$ cat src/rtl/march_program_sequencer.sv
// March program store and issue sequencer feeding the memory BIST scan/test-start interface.
// Optional per-element watchdog is enabled by defining MPL_ELEM_TIMEOUT_EN (adds parameter tw, port timeout_out).
//
// state  | meaning
// IDLE   | program loadable, waiting for start
// ISSUE  | one cycle: register mem[rd] onto scan_out and raise ts_out
// WAIT   | element running in BIST; collect passfail, wait for elem_done
// DONE   | run finished; program loadable, start re-runs
module march_program_sequencer #(
    parameter int sw    = 16,
    parameter int depth = 8,
    parameter int pw    = 3
`ifdef MPL_ELEM_TIMEOUT_EN
    ,
    parameter int tw    = 12
`endif
) (
    input  logic          clk,
    input  logic          rst,
    input  logic          sdi_in,
    input  logic          shift_in,
    input  logic          commit_in,
    input  logic          clear_in,
    input  logic          start_in,
    input  logic          elem_done_in,
    input  logic          passfail_in,
    output logic [sw-1:0] scan_out,
    output logic          ts_out,
    output logic          busy_out,
    output logic          done_out,
    output logic          fail_out,
    output logic [pw:0]   count_out
`ifdef MPL_ELEM_TIMEOUT_EN
    ,
    output logic          timeout_out
`endif
);

    typedef enum logic [1:0] {S_IDLE, S_ISSUE, S_WAIT, S_DONE} state_t;

    localparam logic [pw:0] CNT_MAX = (pw+1)'(depth);

    state_t        r_state;
    logic [sw-1:0] r_shreg;
    logic [sw-1:0] r_scan;
    logic [sw-1:0] r_mem [depth];
    logic [pw:0]   r_count;
    logic [pw-1:0] r_rd;
    logic          r_ts;
    logic          r_fail;

    logic          w_load_ok;
    logic          w_commit;
    logic          w_last;
    logic [sw-1:0] w_shreg_next;

`ifdef MPL_ELEM_TIMEOUT_EN
    // Leave WAIT on the cycle the watchdog would step onto all-ones.
    localparam logic [tw-1:0] WD_LAST = tw'((1 << tw) - 2);
    logic [tw-1:0] r_wdog;
    logic          r_timeout;
    assign timeout_out = r_timeout;
`endif

    assign w_load_ok    = !clear_in && (r_state == S_IDLE || r_state == S_DONE);
    assign w_shreg_next = shift_in ? {r_shreg[sw-2:0], sdi_in} : r_shreg;
    assign w_commit     = w_load_ok && commit_in && (r_count < CNT_MAX);
    assign w_last       = ({1'b0, r_rd} == (r_count - 1'b1));

    assign scan_out  = r_scan;
    assign ts_out    = r_ts;
    assign busy_out  = (r_state == S_ISSUE) || (r_state == S_WAIT);
    assign done_out  = (r_state == S_DONE);
    assign fail_out  = r_fail;
    assign count_out = r_count;

    // Program store has no reset; commit writes the post-shift word.
    always_ff @(posedge clk) begin
        if (w_commit) begin
            r_mem[r_count[pw-1:0]] <= w_shreg_next;
        end
    end

    always_ff @(posedge clk or negedge rst) begin
        if (!rst) begin
            r_state   <= S_IDLE;
            r_shreg   <= '0;
            r_scan    <= '0;
            r_count   <= '0;
            r_rd      <= '0;
            r_ts      <= 1'b0;
            r_fail    <= 1'b0;
`ifdef MPL_ELEM_TIMEOUT_EN
            r_wdog    <= '0;
            r_timeout <= 1'b0;
`endif
        end else if (clear_in) begin
            r_state   <= S_IDLE;
            r_count   <= '0;
            r_rd      <= '0;
            r_ts      <= 1'b0;
`ifdef MPL_ELEM_TIMEOUT_EN
            r_timeout <= 1'b0;
`endif
        end else begin
            r_ts <= 1'b0;
            case (r_state)
                S_IDLE, S_DONE: begin
                    if (shift_in) begin
                        r_shreg <= w_shreg_next;
                    end
                    if (w_commit) begin
                        r_count <= r_count + 1'b1;
                    end
                    if (start_in) begin
                        r_fail  <= 1'b0;
                        r_rd    <= '0;
                        r_state <= (r_count != '0) ? S_ISSUE : S_DONE;
`ifdef MPL_ELEM_TIMEOUT_EN
                        r_timeout <= 1'b0;
`endif
                    end
                end
                S_ISSUE: begin
                    r_scan  <= r_mem[r_rd];
                    r_ts    <= 1'b1;
                    r_state <= S_WAIT;
`ifdef MPL_ELEM_TIMEOUT_EN
                    r_wdog  <= '0;
`endif
                end
                S_WAIT: begin
                    if (passfail_in) begin
                        r_fail <= 1'b1;
                    end
                    if (elem_done_in) begin
                        if (w_last) begin
                            r_state <= S_DONE;
                        end else begin
                            r_rd    <= r_rd + 1'b1;
                            r_state <= S_ISSUE;
                        end
                    end
`ifdef MPL_ELEM_TIMEOUT_EN
                    else if (r_wdog == WD_LAST) begin
                        r_state   <= S_DONE;
                        r_fail    <= 1'b1;
                        r_timeout <= 1'b1;
                    end else begin
                        r_wdog <= r_wdog + 1'b1;
                    end
`endif
                end
                default: r_state <= S_IDLE;
            endcase
        end
    end

endmodule

$ cat config.mk
export PLATFORM = sky130hd
export DESIGN_NAME = march_program_sequencer
export DESIGN_NICKNAME = d
export VERILOG_FILES = /design/src/rtl/march_program_sequencer.sv
export SDC_FILE = /design/constraint.sdc
export NUM_CORES = 1
export LEC_CHECK = 0
export BUFFER_PORTS_ARGS = -buffer_cell sky130_fd_sc_hd__clkbuf_2
export CORE_MARGIN = 1.5
export CORE_UTILIZATION = 27
export CTS_CLUSTER_SIZE = 16
export DETAILED_ROUTE_END_ITERATION = 10
export HOLD_SLACK_MARGIN = 0.03
export SLEW_MARGIN = 20
export SYNTH_ARGS = -nofsm -noshare
export SYNTH_HDL_FRONTEND = slang
export SYNTH_SLANG_ARGS = --single-unit
$ cat constraint.sdc
create_clock -name clk -period 3.7 [get_ports clk]
set_input_delay 0.185 -clock clk [delete_from_list [all_inputs] [get_ports clk]]
set_output_delay 0.185 -clock clk [all_outputs]
set_load 0.02 [all_outputs]
# After elaboration in Yosys (flattened, before gate mapping)
# Memory sizes are Yosys's and may differ from the RTL's. A register that Yosys moved wholly into a read port is not among the register bits.
# Cells that the tools add are included.
[word_totals]
output_inout_bits = 24
latchBits = 0
regBits = 27
mem_bits_ro = 0
memories = 1
ram_bits = 128
word_cells = 63
[memory_table]
columns = ["name", "depth", "word_bits", "rd", "rd_clocked_by_memory_dff", "write_ports", "line", "text"]
rows = [
  ["r_mem", 8, 16, 1, 1, 1, "46", "logic [sw-1:0] r_mem [depth];"],
]
[classes]
n_div = 0
n_shift = 0
n_lt_le_gt_ge = 1
bitwise = 1
reduce_logical = 20
eq_ne = 9
muxes = 22
n_mul = 0
n_addsub = 3
[ops]
columns = ["cell", "n"]
rows = [
  ["$mux 16", 1],
  ["$mux 3", 4],
  ["$mux 4", 3],
  ["$mux 2", 5],
  ["$ne 3x3->1 const B", 3],
  ["$reduce_and 4->1", 2],
  ["$mux 1", 6],
  ["$pmux 2 s3", 1],
  ["$pmux 3 s2", 1],
  ["$reduce_and 2->1", 3],
  ["$reduce_bool 2->1", 3],
  ["$add 4x1->4 const B", 1],
  ["$eq 2x2->1 const B", 2],
  ["$eq 3x4->1", 1],
  ["$lt 4x4->1 const B", 1],
  ["$ne 2x2->1 const B", 2],
  ["$reduce_bool 4->1", 1],
  ["$sub 4x1->4 const B", 1],
  ["$add 3x1->3 const B", 1],
  ["$logic_and 1x1->1", 3],
  ["$reduce_and 3->1", 1],
  ["$reduce_bool 3->1", 1],
  ["$eq 2x1->1 const B", 1],
  ["$logic_not 1->1", 2],
  ["5 further kinds", 6],
]

# Depth between registers and ports, before layout
[logic_depth]
depth_word = 8
depth_mapped = 7

# Least setup slack after synthesis
# OpenSTA, ideal clock, no wires.
[synth_path]
path_kind = "flip-flop to flip-flop"
start = "register r_state[0]"
end = "memory r_mem[1][0], enable pin"
t_required_ns = 3.291
t_arrival_ns = 2.365
slack_ns = 0.925
n_path_buf = 0
setup_time_ns = 0.409
synth_period_minus_slack_ns = 2.775
stages_incl_launch_ff = 6
path_cell_list = "dfrtp_1 > inv_1 > ha_1 > and4bb_2 > nand2_1 > nor3_1"
[synth_between]
elab_chain_cells = 7
elab_cells_between_ends = 8
classes_between = "1 x eq/ne; 2 x mux; 5 x reduce/logical"
[synth_rtl]
columns = ["item", "line", "text"]
rows = [
  ["from (decl)", "43", "state_t r_state;"],
  ["from (signal assigned)", "118", "r_state <= (r_count != '0) ? S_ISSUE : S_DONE;"],
  ["$eq 2x2->1 or $logic_not 2->1 (tied branches)", "65", "assign w_load_ok = !clear_in && (r_state == S_IDLE || r_state == S_DONE);"],
  ["$logic_or 1x1->1 *", "65", ""],
  ["$logic_and 1x1->1 *", "65", ""],
  ["$logic_and 1x1->1 * (2 in series)", "67", "assign w_commit = w_load_ok && commit_in && (r_count < CNT_MAX);"],
  ["$mux 1 *", "79", "if (w_commit) begin"],
  ["$mux 1 (not written as such) *", "80", "r_mem[r_count[pw-1:0]] <= w_shreg_next;"],
  ["to (decl)", "46", ""],
]
# Every way passes the cells marked *; elsewhere a longest branch is shown, timed or not.

# Worst setup path after layout
[layout_path]
start = "register r_state[0]"
end = "memory r_mem[5][5], enable pin"
# Same word-level chain as after synthesis.

==> impl_metrics.json <==
{
  "status": "complete, no violations",
  "syn_area_um2": 6990,
  "fin_cells": 775,
  "drt_iter0_drc": 253,
  "grt_pass1_vias": 3619,
  "wl_met3_um": 452,
  "cts_buffer_depth": 2,
  "ys.warnings.count": 0,
  "placementRows": 58,
  "regToRegSetupSlack_ns": 1.48,
  "wl_per_cell_um": 17.2,
  "synth_edf_count": 128,
  "dieHeight_um": 164,
  "hp-class": "primary input to flip-flop",
  "crit_required_ns": 3.79,
  "period_needed_ns": 2.22,
  "wl_met1_um": 6070,
  "route.detailed.drc": 0,
  "grt_max_degree": 34,
  "wl_um": 13300,
  "dr_wl_met2_um": 6650,
  "place_congestion": 0.744,
  "critPathKind": "flip-flop to flip-flop",
  "cp-start-kind": "flip-flop",
  "crit_fanout": 16,
  "finalHoldViolations": 0,
  "start_util_pct": 27.6,
  "placed_cells": 740,
  "path_cells": "inv_1 > ha_1 > and4bb_2 > nand2_1 > nor2_1 > buf_4",
  "final-setup-viol-count": 0,
  "cts_buffers": 17,
  "drtAntennaViolNets": 0,
  "max_slew_margin_pct": 59.1,
  "ys_types": 45,
  "clk_latency_ns": 0.42,
  "placed_cell_area_um2": 7550,
  "syn_area_per_cell_um2": 18.3,
  "holdPathStages": 4,
  "nets": 449,
  "final-max-slew-violation-count": 0,
  "num_vias": 3459,
  "async_flop_share_pct": 25.1,
  "cts.sinks": 171,
  "die_w_um": 164,
  "rr_worst_depth": 6,
  "clockRootBuffer": "clkbuf_16",
  "grt-ovfl-total": 0,
  "min_from": "start_in",
  "drt-vias-per-instance": 4.46,
  "grt_pass1_wl_um": 20900,
  "final_layout_size_suffix_gt1_share_pct": 31.5,
  "port_buffers": 32,
  "end_kind": "flip-flop",
  "power.density_nw_per_um2": 666,
  "synth_flop_cell": "edfxtp_1",
  "cts_resized": 0,
  "drtPass1Iterations": 4,
  "synthCells": 382,
  "diodes": 0,
  "track_usage_pct": 10.6,
  "dr.max_layer_used": "met4",
  "hold_path_end": "fail_out$_DFFE_PN0P_",
  "io_pins": 33,
  "cts_max_level": 4,
  "fillers": 2398,
  "synthesis.nets": 399,
  "final_area_um2": 8130,
  "ir_drop_mv": 0.348,
  "antenna_found_initial": 0,
  "setup_tns_ns": 0,
  "areaGrowthSynthToFinish_pct": 16.4,
  "fin_crit_sh_pct": 60.1,
  "cts_tree": "yes",
  "synth_seq_cells": 171,
  "whs_ns": 0.126,
  "power_leakage_nw": 3.01,
  "r2r-end": "r_mem[5][5]$_DFFE_PP_",
  "finalClockSkew_ns": 0.00685,
  "dp_hpwl_um": 8100,
  "core_um2": 25300,
  "ys_seq_area_share_pct": 70.4,
  "cpPeakStageDelay_ns": 0.44,
  "timing.rr.start": "r_state[0]$_DFFE_PN0P_",
  "die_area_um2": 26900,
  "clk_pin_slew_ns": 0.06,
  "drv_cap": 0,
  "cts_setup_buffers": 0,
  "timing.fmax_mhz": 450,
  "rsz0062_at_grt": "no",
  "crit_arrival_ns": 2.31,
  "worst-slew-pin-transition_ns": 0.614,
  "crit_slowest_cell": "dfrtp_1"
}
[repair_timing]
action	CTS	global route
hold buffers	3	0
endpoints found under the hold margin	19	0
setup endpoints to repair	0	0
[state kept, by name (all words and copies together) (netlist names)]
signal / flops
r_shreg: 16
r_rd: 3
scan_out: 16
ts_out: 1
count_out: 4
r_state: 2
r_mem: 128
fail_out: 1
[power by group]
part	switching (mW)	leakage, nW	internal (mW)	total [mW]
sequential	0.179	1.73	2.46	2.64
clock	0.727	0.257	0.916	1.64
combinational	0.670	1.03	0.463	1.13
[cells in the mapped netlist, types with 2 or more instances]
master	count	area share (%)
inv_1	7	0.38
o21a_1	2	0.21
a21oi_1	5	0.36
nor3_1	3	0.21
mux2i_1	17	2.4
buf_6	3	0.48
buf_4	3	0.32
o21ai_1	17	1.2
edfxtp_1	128	55
clkbuf_1	5	0.27
dfrtp_1	43	15
nand2_1	25	1.3
ha_1	8	1.4
buf_2	4	0.29
mux4_2	32	10
a31oi_1	2	0.18
nand2b_1	2	0.18
mux2_1	16	2.6
mux2_2	16	2.6
xor2_1	3	0.38
nor2_1	17	0.91
[cell type report]
cell class                 count  area, um2  area share [%]
multi-input combinational    184       1900            23.4
inverter                      10       52.6           0.646
tap                          330        413            5.08
clock buffer                  20        467            5.74
timing repair buffer          48        288            3.54
clock inverter                12       90.1            1.11
sequential                   171       4920            60.5
[critical path, delay by kind of cell (launching register included)]
kind,cells,cell delay (ns)
simple gates,3,0.65
flops,1,0.44
buf+inv,2,0.39
fa+ha+maj,1,0.41
[layout by cell type (no fill, tap or decap), types with 5 or more instances in the layout]
| cell type | netlist | layout |
|---|---|---|
| edfxtp_1 | 128 | 128 |
| dfrtp_1 | 43 | 42 |
| mux4_2 | 32 | 32 |
| clkbuf_2 | 0 | 32 |
| nand2_1 | 25 | 25 |
| nor2_1 | 17 | 17 |
| mux2i_1 | 17 | 17 |
| o21ai_1 | 17 | 17 |
| clkbuf_16 | 0 | 17 |
| mux2_2 | 16 | 16 |
| mux2_1 | 16 | 16 |
| buf_4 | 3 | 13 |
| ha_1 | 8 | 8 |
| inv_1 | 7 | 7 |
| clkinvlp_4 | 0 | 6 |
| a21oi_1 | 5 | 5 |
[metrics by stage]
stage                     power (mW)  setup WS [ns]  util [%]
after floorplan                 3.46          0.925         -
after global placement          3.78           1.62      29.8
after detailed placement        3.83           1.52      29.8
after CTS                       5.48           1.50      32.1
after global routing            5.71           1.32      32.1
final                           5.42           1.48      32.1
[cell families (layout without fill, tap and decap cells)]
| logic type | count (synthesis) | after routing | share of synthesized area [%] |
|---|---|---|---|
| DFF | 171 | 171 | 70.4 |
| muxes | 81 | 81 | 17.9 |
| and+or+nand+nor | 55 | 55 | 3.56 |
| AOI/OAI and AO/OA | 36 | 36 | 3.69 |
| buffers and inverters | 27 | 90 | 2.52 |
| adders and majority gates | 8 | 8 | 1.43 |
| xor gates and xnor gates | 4 | 4 | 0.501 |
[per-layer routing]
metal / vias to the layer above / track usage, %
li1: 1586 / -
met1: 1810 / 13.7
met2: 54 / 17.4
met3: 9 / 2.70
met4: 0 / 3.60
met5: - / 0
[worst max-delay path by stage]
stage | from | end
after floorplan | r_state[0]$_DFFE_PN0P_ | r_mem[1][0]$_DFFE_PP_
after global placement | r_rd[0]$_DFFE_PN0P_ | scan_out[15]$_DFFE_PN0P_
after detailed placement | r_state[0]$_DFFE_PN0P_ | r_mem[7][4]$_DFFE_PP_
after CTS | r_state[0]$_DFFE_PN0P_ | r_mem[7][4]$_DFFE_PP_
after global routing | r_state[0]$_DFFE_PN0P_ | r_mem[5][5]$_DFFE_PP_
final | r_state[0]$_DFFE_PN0P_ | r_mem[5][5]$_DFFE_PP_
Note: power is estimated with default switching activity, not from simulation.
